===== config.mk =====
export PLATFORM = sky130hd
export DESIGN_NAME = spi_reg_bank_flat
export DESIGN_NICKNAME = d
export VERILOG_FILES = /design/src/rtl/spi_reg_bank_if.sv /design/src/rtl/spi_reg_bank.sv /design/src/flat_wrapper.sv
export SDC_FILE = /design/constraint.sdc
export NUM_CORES = 1
export LEC_CHECK = 0
export CAP_MARGIN = 20
export CORE_ASPECT_RATIO = 1.4
export CORE_MARGIN = 2
export CORE_UTILIZATION = 54
export DETAILED_ROUTE_END_ITERATION = 8
export PLACE_DENSITY = 0.79
export SYNTH_ARGS = -nofsm -noshare
export SYNTH_HDL_FRONTEND = slang
export SYNTH_SLANG_ARGS = --single-unit

===== constraint.sdc =====
create_clock -name clk -period 3.6 [get_ports clk]
set_input_delay 0.72 -clock clk [delete_from_list [all_inputs] [get_ports clk]]
set_output_delay 0.72 -clock clk [all_outputs]
set_load 0.01 [all_outputs]

===== src/rtl/spi_reg_bank_if.sv =====
// Pin-side SPI signals plus the register/status outputs of spi_reg_bank.
// master = host/board side, slave = the register bank itself.
interface spi_reg_bank_if #(
    parameter int NUM_REGS = 5,
    parameter int DATA_W   = 8
);
    logic                         sclk;
    logic                         ncs;
    logic                         copi;
    logic                         cipo;
    logic                         cipo_oe;
    logic [NUM_REGS*DATA_W-1:0]   regs_flat;
    logic [NUM_REGS-1:0]          wr_strobe;
    logic                         frame_err;
    logic [7:0]                   err_count;

    modport master (
        output sclk, ncs, copi,
        input  cipo, cipo_oe, regs_flat, wr_strobe, frame_err, err_count
    );

    modport slave (
        input  sclk, ncs, copi,
        output cipo, cipo_oe, regs_flat, wr_strobe, frame_err, err_count
    );
endinterface


===== src/rtl/spi_reg_bank.sv =====
// SPI mode-0 config register bank: {rw, addr, data} frames, read-back, length check, error counter.
// Register update lands SYNC_STAGES+2 clk after pin ncs rise; no backpressure, host paces via sclk.
module spi_reg_bank #(
    parameter int NUM_REGS    = 5,
    parameter int ADDR_W      = 7,
    parameter int DATA_W      = 8,
    parameter int SYNC_STAGES = 2
) (
    input  logic           clk,
    input  logic           rst,
    spi_reg_bank_if.slave  bus
);
    localparam int FRAME_W = 1 + ADDR_W + DATA_W;
    localparam int CNT_W   = $clog2(FRAME_W + 2);
    localparam logic [CNT_W-1:0] CNT_FULL = CNT_W'(FRAME_W);
    localparam logic [CNT_W-1:0] CNT_SAT  = CNT_W'(FRAME_W + 1);
    localparam logic [CNT_W-1:0] CNT_HDR  = CNT_W'(ADDR_W);

    localparam logic [1:0] IDLE   = 2'd0;
    localparam logic [1:0] SHIFT  = 2'd1;
    localparam logic [1:0] COMMIT = 2'd2;

    // One extra flop past the synchroniser so edges compare two settled samples.
    logic [SYNC_STAGES:0]   sclk_q;
    logic [SYNC_STAGES:0]   ncs_q;
    logic [SYNC_STAGES-1:0] copi_q;

    always_ff @(posedge clk or posedge rst) begin
        if (rst) begin
            sclk_q <= '1;
            ncs_q  <= '1;
            copi_q <= '0;
        end else begin
            sclk_q <= {sclk_q[SYNC_STAGES-1:0], bus.sclk};
            ncs_q  <= {ncs_q[SYNC_STAGES-1:0], bus.ncs};
            copi_q <= {copi_q[SYNC_STAGES-2:0], bus.copi};
        end
    end

    logic sclk_rise, sclk_fall, ncs_rise, ncs_fall, copi_s, ncs_s;
    assign sclk_rise =  sclk_q[SYNC_STAGES-1] & ~sclk_q[SYNC_STAGES];
    assign sclk_fall = ~sclk_q[SYNC_STAGES-1] &  sclk_q[SYNC_STAGES];
    assign ncs_rise  =  ncs_q[SYNC_STAGES-1]  & ~ncs_q[SYNC_STAGES];
    assign ncs_fall  = ~ncs_q[SYNC_STAGES-1]  &  ncs_q[SYNC_STAGES];
    assign copi_s    = copi_q[SYNC_STAGES-1];
    assign ncs_s     = ncs_q[SYNC_STAGES-1];

    logic [1:0]          state;
    logic [CNT_W-1:0]    cnt;
    logic [FRAME_W-1:0]  shift_in;
    logic [DATA_W-1:0]   out_sh;
    logic                cipo_q;
    logic [DATA_W-1:0]   regs [NUM_REGS];
    logic [NUM_REGS-1:0] strobe_q;
    logic                err_q;
    logic [7:0]          err_cnt_q;

    logic [FRAME_W-1:0]  shift_nxt;
    logic                hdr_rw;
    logic [ADDR_W-1:0]   hdr_addr;
    logic                fr_rw;
    logic [ADDR_W-1:0]   fr_addr;
    logic [DATA_W-1:0]   fr_data;
    logic [DATA_W-1:0]   rd_word;
    logic [NUM_REGS-1:0] wr_sel;

    assign shift_nxt = {shift_in[FRAME_W-2:0], copi_s};
    assign hdr_rw    = shift_nxt[ADDR_W];
    assign hdr_addr  = shift_nxt[ADDR_W-1:0];
    assign fr_rw     = shift_in[FRAME_W-1];
    assign fr_addr   = shift_in[DATA_W +: ADDR_W];
    assign fr_data   = shift_in[DATA_W-1:0];

    // Unimplemented addresses decode to no register: reads give 0, writes select nothing.
    always_comb begin
        rd_word = '0;
        wr_sel  = '0;
        for (int i = 0; i < NUM_REGS; i++) begin
            if (hdr_addr == ADDR_W'(i)) rd_word = regs[i];
            wr_sel[i] = (fr_addr == ADDR_W'(i));
        end
    end

    always_ff @(posedge clk or posedge rst) begin
        if (rst) begin
            state     <= IDLE;
            cnt       <= '0;
            shift_in  <= '0;
            out_sh    <= '0;
            cipo_q    <= 1'b0;
            strobe_q  <= '0;
            err_q     <= 1'b0;
            err_cnt_q <= '0;
            for (int i = 0; i < NUM_REGS; i++) regs[i] <= '0;
        end else begin
            strobe_q <= '0;
            err_q    <= 1'b0;
            case (state)
                IDLE: begin
                    if (ncs_fall) begin
                        state    <= SHIFT;
                        cnt      <= '0;
                        shift_in <= '0;
                        out_sh   <= '0;
                        cipo_q   <= 1'b0;
                    end
                end
                SHIFT: begin
                    if (ncs_rise) begin
                        state  <= COMMIT;
                        out_sh <= '0;
                        cipo_q <= 1'b0;
                    end else if (sclk_rise) begin
                        shift_in <= shift_nxt;
                        if (cnt != CNT_SAT) cnt <= cnt + CNT_W'(1);
                        if (cnt == CNT_HDR && !hdr_rw) out_sh <= rd_word;
                    end else if (sclk_fall) begin
                        cipo_q <= out_sh[DATA_W-1];
                        out_sh <= {out_sh[DATA_W-2:0], 1'b0};
                    end
                end
                COMMIT: begin
                    if (cnt == CNT_FULL) begin
                        if (fr_rw) begin
                            for (int i = 0; i < NUM_REGS; i++) begin
                                if (wr_sel[i]) begin
                                    regs[i]     <= fr_data;
                                    strobe_q[i] <= 1'b1;
                                end
                            end
                        end
                    end else begin
                        err_q <= 1'b1;
                        if (err_cnt_q != 8'hFF) err_cnt_q <= err_cnt_q + 8'd1;
                    end
                    // A new frame may already have started during the commit cycle.
                    if (ncs_fall) begin
                        state    <= SHIFT;
                        cnt      <= '0;
                        shift_in <= '0;
                        out_sh   <= '0;
                    end else begin
                        state <= IDLE;
                    end
                end
                default: state <= IDLE;
            endcase
        end
    end

    logic [NUM_REGS*DATA_W-1:0] flat;
    always_comb begin
        flat = '0;
        for (int i = 0; i < NUM_REGS; i++) flat[i*DATA_W +: DATA_W] = regs[i];
    end

    assign bus.regs_flat = flat;
    assign bus.wr_strobe = strobe_q;
    assign bus.frame_err = err_q;
    assign bus.err_count = err_cnt_q;
    assign bus.cipo      = cipo_q;
    assign bus.cipo_oe   = ~ncs_s;
endmodule


===== src/flat_wrapper.sv =====
// flat-port wrapper written by rule: the top's interface ports become plain ports
module spi_reg_bank_flat 
#(
    parameter int NUM_REGS    = 5,
    parameter int ADDR_W      = 7,
    parameter int DATA_W      = 8,
    parameter int SYNC_STAGES = 2
)
  (clk, rst, bus_sclk, bus_ncs, bus_copi, bus_cipo, bus_cipo_oe, bus_regs_flat, bus_wr_strobe, bus_frame_err, bus_err_count);
  spi_reg_bank_if #(.NUM_REGS(NUM_REGS), .DATA_W(DATA_W)) bus_i ();
  input  logic clk;
  input  logic rst;
  input wire logic [$bits(bus_i.sclk)-1:0] bus_sclk;
  input wire logic [$bits(bus_i.ncs)-1:0] bus_ncs;
  input wire logic [$bits(bus_i.copi)-1:0] bus_copi;
  output wire logic [$bits(bus_i.cipo)-1:0] bus_cipo;
  output wire logic [$bits(bus_i.cipo_oe)-1:0] bus_cipo_oe;
  output wire logic [$bits(bus_i.regs_flat)-1:0] bus_regs_flat;
  output wire logic [$bits(bus_i.wr_strobe)-1:0] bus_wr_strobe;
  output wire logic [$bits(bus_i.frame_err)-1:0] bus_frame_err;
  output wire logic [$bits(bus_i.err_count)-1:0] bus_err_count;
  assign bus_i.sclk = bus_sclk;
  assign bus_i.ncs = bus_ncs;
  assign bus_i.copi = bus_copi;
  assign bus_cipo = bus_i.cipo;
  assign bus_cipo_oe = bus_i.cipo_oe;
  assign bus_regs_flat = bus_i.regs_flat;
  assign bus_wr_strobe = bus_i.wr_strobe;
  assign bus_frame_err = bus_i.frame_err;
  assign bus_err_count = bus_i.err_count;
  spi_reg_bank #(.NUM_REGS(NUM_REGS), .ADDR_W(ADDR_W), .DATA_W(DATA_W), .SYNC_STAGES(SYNC_STAGES)) u_core (.clk(clk), .rst(rst), .bus(bus_i));
endmodule

==> key figures <==
Synthesis
  – Synth Register Bits: 94
  – Post-synthesis sequential area ratio: 55.3%
  – Post-synth ARST share: 100%
  – Cell count after synthesis: 370
  – Dominant cell type by area after synthesis: dfrtp_1
  – Synthesis warning total: 0
  – Post-synthesis instance area: 4270 µm²
  – Commonest cells in the synthesized netlist: dfrtp_1, nand2_1, mux2_2
  – Syn_area_per_cell: 11.5 µm²
  – Distinct cells, synth: 47
  – Syn_nets: 381
  – Synth top area cells: dfrtp_1, mux2_2, nand2_1
  – Post-synth EDFFs: 0
  – Post-synth top area share: 51.6%
  – Most instantiated library cell after synthesis: dfrtp_1
  – Dominant synthesized flop cell: dfrtp_1

Power and ir drop
  – Pwr per Cell Area: 413 nW/µm²
  – Comb power frac: 12.9%
  – Clock Power Share: 29.8%
  – Pint: 1.50 mW
  – Flop pwr share: 57.4%
  – Maximum VDD drop: 286 µV
  – Sw Pwr: 0.594 mW
  – Switching share of power: 28.4%
  – Leak: 2.27 nW

Drt
  – DR vias: 2996
  – Drt total wl: 9140 µm
  – Remaining antenna violation count: 0
  – Wire length per cell: 17.3 µm
  – TritonRoute pass-1 iters: 4
  – DRT iter0 DRCs: 217
  – Drt drc: 0
  – Routed vias/inst: 5.66

Timing
  – Setup Skew: 9.79 ps
  – Hold Fails Final Rpt: 0
  – Tmin final: 2380 ps
  – Worst-margin pin slew: 1030 ps
  – Pins Over Slew Limit: 0
  – Final period util: 66.1%
  – RSZ-0062 raised after global routing: false
  – WHS: 358 ps
  – Setup-failing EPs final: 0
  – Max frequency: 421 MHz
  – Setup TNS: 0 ps
  – Normalized max-slew margin: 31.2%

Worst setup path
  – Worst Setup Start Kind: register
  – Req. time, crit path: 3900 ps
  – Crit-path cells: ha_1 > and3_1 > buf_4 > o21ai_1 > or3_1 > a21oi_1
  – Setup slack, reg-to-reg: 1220 ps
  – Worst r2r src: u_core.sclk_q[1]
  – WP data arrival: 2680 ps
  – Crit-path max cell delay: 550 ps
  – Worst setup path class: reg2reg
  – Slowest stage cell, crit path: dfstp_2
  – CP Capture Type: register
  – CP startpoint: u_core.sclk_q[1]
  – CP Max Fanout: 35

Clock network
  – Hold buffers post-CTS: 0
  – CTS tree: done
  – Clk sinks: 94
  – Total CTS buffers: 9
  – Clk Latency, worst-skew pair: 370 ps
  – Clock slew at reported path FFs: 90 ps
  – H-Tree Depth: 3
  – CTS root buf: clkbuf_8
  – Clk buf depth: 2
  – Resized Gates After CTS: 0
  – Post-CTS setup buffers: 0

Die
  – Num rows: 38
  – Die span in y: 109 µm
  – Ports: 61
  – DIE AREA: 8640 µm²
  – Die W: 79.1 µm
  – Initial Utilization: 55.4%
  – Core ar.: 7700 µm²

Global routing
  – Grt total ovfl: 0
  – Number of global-route vias before repair: 3017
  – Global-route usage over all layers: 22.9%
  – First-pass GRT wire length: 15000 µm
  – Antenna violations before repair: 0
  – Largest net degree at the start of global routing: 60

Layout
  – Area growth syn-to-layout: 18.7%
  – Final instance area: 5070 µm²
  – Final net count: 435
  – Final Util: 65.8%
  – Fraction of layout cells with a size suffix above 1: 17.7%
  – Antenna cells: 0

Hold path
  – Type of the worst min-delay path: reg2reg
  – HP Start: u_core.sclk_q[0]

Place
  – Dpl hpwl: 6360 µm
  – Buffers on Ports: 60
  – GP Congestion: 0.856
  – Post-placement cell area: 4900 µm²

Run status
  – Status: finished, final reports clean

Flow run
  – Max-cap violations: 0
[per-stage QoR]
stage / cells / setup WS [ps] / power, mW
CTS: 529 / 1240 / 2.11
detailed placement: 513 / 1260 / 1.49
global route: 529 / 1030 / 2.20
floorplan: 370 / 441 / 1.39
global placement: 513 / 1330 / 1.47
finish: 529 / 1220 / 2.09
[registers in the layout, indices dropped and copies added, names as in the netlist]
| signal | flops |
|---|---|
| u_core.bus.regs_flat | 40 |
| u_core.state | 2 |
| u_core.ncs_q | 3 |
| u_core.out_sh | 8 |
| u_core.bus.cipo | 1 |
| u_core.cnt | 5 |
| u_core.sclk_q | 3 |
| u_core.bus.frame_err | 1 |
| u_core.bus.err_count | 8 |
| u_core.bus.wr_strobe | 5 |
| u_core.shift_in | 16 |
| u_core.copi_q | 2 |
[per-layer routing]
layer	GRT usage (%)	up-vias	routed length, µm
met5	0	-	0
met1	27.7	1496	3800
li1	-	1403	-
met2	39.0	83	4720
met4	11.2	0	255
met3	4.55	14	358
[power by group through the flow]
stage	registers [mW]	clock network [mW]	logic, mW
3_3_place_gp	1.21	0	0.260
5_1_grt	1.21	0.674	0.309
6_report	1.20	0.623	0.269
2_1_floorplan	1.19	0	0.203
4_1_cts	1.20	0.635	0.271
3_5_place_dp	1.22	0	0.269
[cell usage in the layout (no fill, tap or decap), types with 5 or more instances in the layout]
cell / count
dfrtp_1: 88
clkdlybuf4s50_1: 60
nand2_1: 43
mux2_2: 41
o21ai_0: 25
inv_1: 17
nor2_1: 17
mux2i_1: 15
a21oi_1: 12
clkbuf_8: 10
nand3_1: 8
o32ai_1: 7
ha_1: 6
dfstp_2: 6
nand4_1: 5
xor2_1: 5
[worst max-delay path, delay by kind of cell (launching register included)]
kind	cells	cell delay, ps
and+or+nand+nor	2	600
buffers and inverters	1	290
adders and majority gates	1	530
DFF	1	550
AOI/OAI and AO/OA	2	340
[cell families after synthesis]
kind of cell	share of synthesized area, %
AOI/OAI and AO/OA	8.53
muxes	14.3
xor gates and xnor gates	1.85
buffers and inverters	4.49
and+or+nand+nor	13.7
adders and majority gates	1.76
DFF	55.3
[area by class of cell]
| class | count | area, µm² |
|---|---|---|
| fillers | 598 | 2640 |
| flip-flops and latches | 94 | 2360 |
| multi-input cells | 239 | 1720 |
| repair buffers | 62 | 628 |
| clock buffers | 12 | 145 |
| well taps | 100 | 125 |
| inverters | 18 | 68.8 |
| clock inverters | 4 | 22.5 |
[worst paths after layout]
| kind | end | cells past startpoint |
|---|---|---|
| worst max-delay path | u_core.cnt[2] | 6 |
| worst min-delay path | u_core.sclk_q[1] | 0 |
| worst max register to register | u_core.cnt[2] | 6 |
| worst min register to register | u_core.sclk_q[1] | 0 |
| max in group asynchronous | u_core.bus.regs_flat[15] | 3 |
| min in group asynchronous | u_core.bus.err_count[7] | 2 |
Note: power is estimated with default switching activity, not from simulation.
==> variant 1, RTL diff (same settings) <==
`ADDR_W` is set to 7 in 2 places; all go to 6.
--- a/src/rtl/spi_reg_bank.sv
+++ b/src/rtl/spi_reg_bank.sv
@@ -4,3 +4,3 @@
     parameter int NUM_REGS    = 5,
-    parameter int ADDR_W      = 7,
+    parameter int ADDR_W      = 6,
     parameter int DATA_W      = 8,
--- a/src/flat_wrapper.sv
+++ b/src/flat_wrapper.sv
@@ -4,3 +4,3 @@
     parameter int NUM_REGS    = 5,
-    parameter int ADDR_W      = 7,
+    parameter int ADDR_W      = 6,
     parameter int DATA_W      = 8,
Behaviour: no difference found for any inputs over 10 cycles, from zero or initial values and one cycle with rst high; that may be too few to reach the edited logic, so the function may still have changed.
==> variant 1 against the unedited design <==
  * Power increased by 2.7%
  * First-iteration DRC count decreased by 22%
  * Cell count decreased by 6.6%
  * Wire length decreased by 7.2%
  * Area after synthesis decreased by 4.2%
  * Setup slack got worse by 120 ps
  * Sequential share of layout area increased by 0.23 points
  * Cell area decreased by 1.6%
  * Sequential cell count decreased by 1
==> variant 1: results (changes against the unedited design) <==
Leak Pwr -> 2.24 nW (was 2.27 nW)
DR vias -> 2765 (was 2996)
HP Class -> flop to flop (unchanged)
outcome -> finished clean (unchanged)
Root Driver -> clkbuf_8 (unchanged)
fillers -> 538 (was 598)
largest net degree at the start of global routing -> 46 (was 60)
first-pass GRT wire length -> 14000 um (was 15000 um)
All-Layer GR Usage -> 22.1% (was 22.9%)
Cell variety after synth -> 41 (was 47)
M3 GR Usage -> 5.56% (was 4.55%)
sequential fraction of the synthesis area -> 57.1% (was 55.3%)
Tightest Pin Transition -> 919 ps (was 1030 ps)
Signal inverters -> 28 (was 18)
Crit Path Max Fanout -> 31 (was 35)
post-DP HPWL -> 5820 um (was 6360 um)
Fin Hold WS -> 362 ps (was 358 ps)
clk_buf instances -> 10 (was 12)
layout cells sized above 1 -> 21.9% (was 17.7%)
multi-input logic area -> 1580 um2 (was 1720 um2)
Max VDD drop -> 300 uV (was 286 uV)
met2 usage -> 33.8% (was 39.0%)
Crit-path slowest cell -> and3_1 (was dfstp_2)
GR Layer Usage met1 -> 30.6% (was 27.7%)
most common library cells after synthesis -> dfrtp_1 (87), nand2_1 (42), mux2_2 (41) (was dfrtp_1 (88), nand2_1 (43), mux2_2 (41))
max reg flops -> 40 (unchanged)
reg-to-reg endpoint -> u_core.cnt[0] (was u_core.cnt[2])
clock slew at reported path FFs -> 90 ps (about the same)
Final Non-Filler Cells -> 494 (was 529)
vias in the first global route -> 2674 (was 3017)
largest cells by area after synthesis -> dfrtp_1 (53%), mux2_2 (11%), mux4_2 (4.4%) (was dfrtp_1 (52%), mux2_2 (11%), nand2_1 (3.8%))
max incr delay on CP -> 870 ps (was 550 ps)
number of flops mapped to enable cells by yosys -> 0 (unchanged)
H-tree depth -> 3 (unchanged)
clock network area share -> 4.14% (was 3.31%)
CTS Buf Count -> 9 (unchanged)
Final Cell Area -> 4990 um2 (was 5070 um2)
number of DRC markers in iteration 0 -> 169 (was 217)
Multi-In Gates -> 196 (was 239)
Antenna Cells -> 0 (unchanged)
GP Congestion -> 0.808 (was 0.856)
Worst Reg-to-Reg Cells -> 4 (was 6)
Worst Hold Launch -> u_core.sclk_q[0] (unchanged)
post-CTS sizing -> 0 (unchanged)
Data arrival, critical path -> 2770 ps (was 2680 ps)
WL/cell -> 17.2 um (was 17.3 um)
fin nets -> 404 (was 435)
placed instance area -> 4780 um2 (was 4900 um2)
FF+latch count -> 93 (was 94)
Largest delay share family, worst path -> simple AND/OR/NAND/NOR gates (unchanged)
clock skew -> 16.8 ps (was 9.79 ps)
placed insts -> 478 (was 513)
post-CTS setup buffers -> 0 (unchanged)
synthesized net count -> 346 (was 381)
bufs w/o clock -> 64 (was 62)
non-clk buf share -> 12.9% (was 12.4%)
Synth Instances -> 334 (was 370)
pre-CTS worst setup slack -> 1130 ps (was 1260 ps)
Seq area share -> 46.8% (was 46.6%)
[variant 1: cell types whose count changed after synthesis, sizes merged, moves of 4 or more]
cell / change
or2: +7
inv: +10
o32ai: -6
mux4: +8
mux2i: -15
a32o: +8
nor2: -13
o21ai: -5
nand4: -4
nand3: -5
a21oi: -9
[variant 1: worst max path at each step]
stage / start / to / slack (ps)
after CTS: u_core.sclk_q[1] / u_core.cnt[0] / 1090
after global placement: u_core.cnt[0] / u_core.bus.err_count[4] / 1250
after floorplan: rst / u_core.bus.cipo / 470
after detailed placement: u_core.sclk_q[1] / u_core.cnt[0] / 1130
after global routing: u_core.sclk_q[1] / u_core.cnt[0] / 890
final: u_core.sclk_q[1] / u_core.cnt[0] / 1100
[variant 1: report_power, final]
| group | total (mW) | internal, mW | switching, mW |
|---|---|---|---|
| sequential | 1.18 | 1.10 | 0.0766 |
| clock | 0.725 | 0.345 | 0.380 |
| combinational | 0.246 | 0.119 | 0.127 |
| total | 2.15 | 1.56 | 0.584 |
[variant 1: logic make-up after synthesis]
logic type / Yosys count / share of synthesized area, %
DFF: 93 / 57.1
adders and majority gates: 7 / 2.14
muxes: 50 / 16.0
buffers and inverters: 45 / 4.35
AOI/OAI and AO/OA: 47 / 7.90
and+or+nand+nor: 85 / 11.0
xor gates and xnor gates: 7 / 1.50
[variant 1: through the flow]
stage	power (mW)	util [%]
6_report	2.15	67.8
5_1_grt	2.24	67.8
4_1_cts	2.16	67.8
3_5_place_dp	1.45	64.9
3_3_place_gp	1.43	64.9
2_1_floorplan	1.34	-
[variant 1: per-layer routing]
layer  up-vias  routed length (um)
met5         -                   0
met4         0                 172
met3        15                 281
met2        65                4210
met1      1406                3820
li1       1279                   -
==> variant 2, RTL diff (config.mk and constraints unchanged) <==
Made on the original files. One comparison of `cnt` changes from == to >=.
--- a/src/rtl/spi_reg_bank.sv
+++ b/src/rtl/spi_reg_bank.sv
@@ -122,3 +122,3 @@
                 COMMIT: begin
-                    if (cnt == CNT_FULL) begin
+                    if (cnt >= CNT_FULL) begin
                         if (fr_rw) begin
Formal check against the unedited RTL: no difference found for any inputs over 10 cycles, from zero or initial values and one cycle with rst high; that may be too few to reach the edited logic, so the function may still have changed.
==> variant 2 against the unedited design <==
  * Clock skew is essentially flat
  * Core utilization grew 2.4 points
  * First-iteration DRC count shrank 5.5%
  * Sequential cell count is the same
  * Clock power grew 14%
  * Cell area shrank 0.35%
  * Synthesized cell count shrank 4.1%
  * Wire length grew 0.14%
  * Fmax shrank 8.6%
  * Global-route usage grew 0.67 points
  * Area after synthesis shrank 2.8%
  * Setup slack lost 220 ps
  * Power grew 3.9%
  * Critical path type unchanged
  * Highest routed layer unchanged
==> variant 2: results (changes against the unedited design) <==
pre-CTS worst setup slack -> 1040 ps (was 1260 ps)
vias per cell -> 5.81 (was 5.66)
vias in the first global route -> 3072 (was 3017)
Worst Reg-to-Reg Cells -> 5 (was 6)
number of DRC markers in iteration 0 -> 205 (was 217)
most common library cells after synthesis -> dfrtp_1 (88), nand2_1 (47), mux2_2 (33) (was dfrtp_1 (88), nand2_1 (43), mux2_2 (41))
first-pass GRT wire length -> 15100 um (was 15000 um)
Leak Pwr -> 2.38 nW (was 2.27 nW)
placed insts -> 499 (was 513)
Syn Area/Cell -> 11.7 um2 (was 11.5 um2)
Data arrival, critical path -> 2850 ps (was 2680 ps)
All-Layer GR Usage -> 23.6% (was 22.9%)
Final Routed Wirelength -> 9150 um (was 9140 um)
placed instance area -> 4850 um2 (was 4900 um2)
Synth Area in Adders -> 1.81% (was 1.76%)
clock skew -> 9.95 ps (was 9.79 ps)
Worst Hold Launch -> u_core.ncs_q[0] (was u_core.sclk_q[0])
synthesized-area fraction occupied by xor and xnor cells -> 2.32% (was 1.85%)
fillers -> 558 (was 598)
post-synthesis compound-gate area fraction -> 7.08% (was 8.53%)
largest cells by area after synthesis -> dfrtp_1 (53%), mux2_2 (9.0%), nand2_1 (4.3%) (was dfrtp_1 (52%), mux2_2 (11%), nand2_1 (3.8%))
sequential fraction of the synthesis area -> 56.9% (was 55.3%)
Fin Hold WS -> 359 ps (was 358 ps)
Crit Reg-Reg Startpoint -> u_core.state[0] (was u_core.sclk_q[1])
mux contribution to synthesized area -> 15.0% (was 14.3%)
Starting Density -> 56.0% (was 55.4%)
post-DP HPWL -> 6390 um (was 6360 um)
outcome -> finished clean (unchanged)
Tightest Pin Transition -> 899 ps (was 1030 ps)
synthesized net count -> 366 (was 381)
GP Congestion -> 0.795 (was 0.856)
Crit Path Max Fanout -> 9 (was 35)
reg-to-reg endpoint -> u_core.bus.regs_flat[0] (was u_core.cnt[2])
layout cells sized above 1 -> 17.0% (was 17.7%)
fin nets -> 424 (was 435)
Min-Delay Endpoint -> u_core.ncs_q[1] (was u_core.sclk_q[1])
Max VDD drop -> 245 uV (was 286 uV)
clock slew at reported path FFs -> 80 ps
largest net degree at the start of global routing -> 59 (was 60)
Cell variety after synth -> 46 (was 47)
[variant 2: cell types whose count changed after synthesis, sizes merged, moves of 7 or more]
cell | unedited run | this run
nand3 | 9 | 22
o31ai | 1 | 8
inv | 18 | 11
o32ai | 7 | 0
o21ai | 26 | 10
[variant 2: report_power, final]
group	total (mW)	internal [mW]	switching [mW]
Sequential	1.18	1.12	0.0684
Clock	0.709	0.359	0.351
Combinational	0.281	0.118	0.163
[variant 2: routing by layer]
metal | vias up | wire length [um] | global-route usage, %
li1 | 1363 | - | -
met1 | 1513 | 3700 | 28.0
met2 | 89 | 4730 | 40.0
met3 | 27 | 375 | 4.70
met4 | 0 | 346 | 12.9
met5 | - | 0 | 0
[variant 2: worst max-delay path, stage by stage, from the launching register on]
cell and delay (ps):
dfrtp_1 480, nand4b_1 220, or4_4 440, or3_4 370, or3_1 580, mux2_4 390
[variant 2: final cells by class]
cell class / instances / area (um2) / share of cell area (%)
multi-input combinational: 232 / 1670 / 33.1
clock buffer: 13 / 159 / 3.15
tap: 97 / 121 / 2.40
timing repair buffer: 65 / 651 / 12.9
sequential: 94 / 2360 / 46.7
inverter: 11 / 42.5 / 0.843
clock inverter: 3 / 42.5 / 0.843
[variant 2: how the worst max path moves through the flow]
| stage | start | endpoint | slack [ps] |
|---|---|---|---|
| 6_report | u_core.state[0] | u_core.bus.regs_flat[0] | 1000 |
| 5_1_grt | u_core.state[0] | u_core.bus.regs_flat[0] | 930 |
| 2_1_floorplan | rst | u_core.bus.cipo | 440 |
| 3_3_place_gp | u_core.state[0] | u_core.bus.regs_flat[5] | 1100 |
| 3_5_place_dp | u_core.state[0] | u_core.bus.regs_flat[0] | 1040 |
| 4_1_cts | u_core.state[0] | u_core.bus.regs_flat[0] | 1000 |
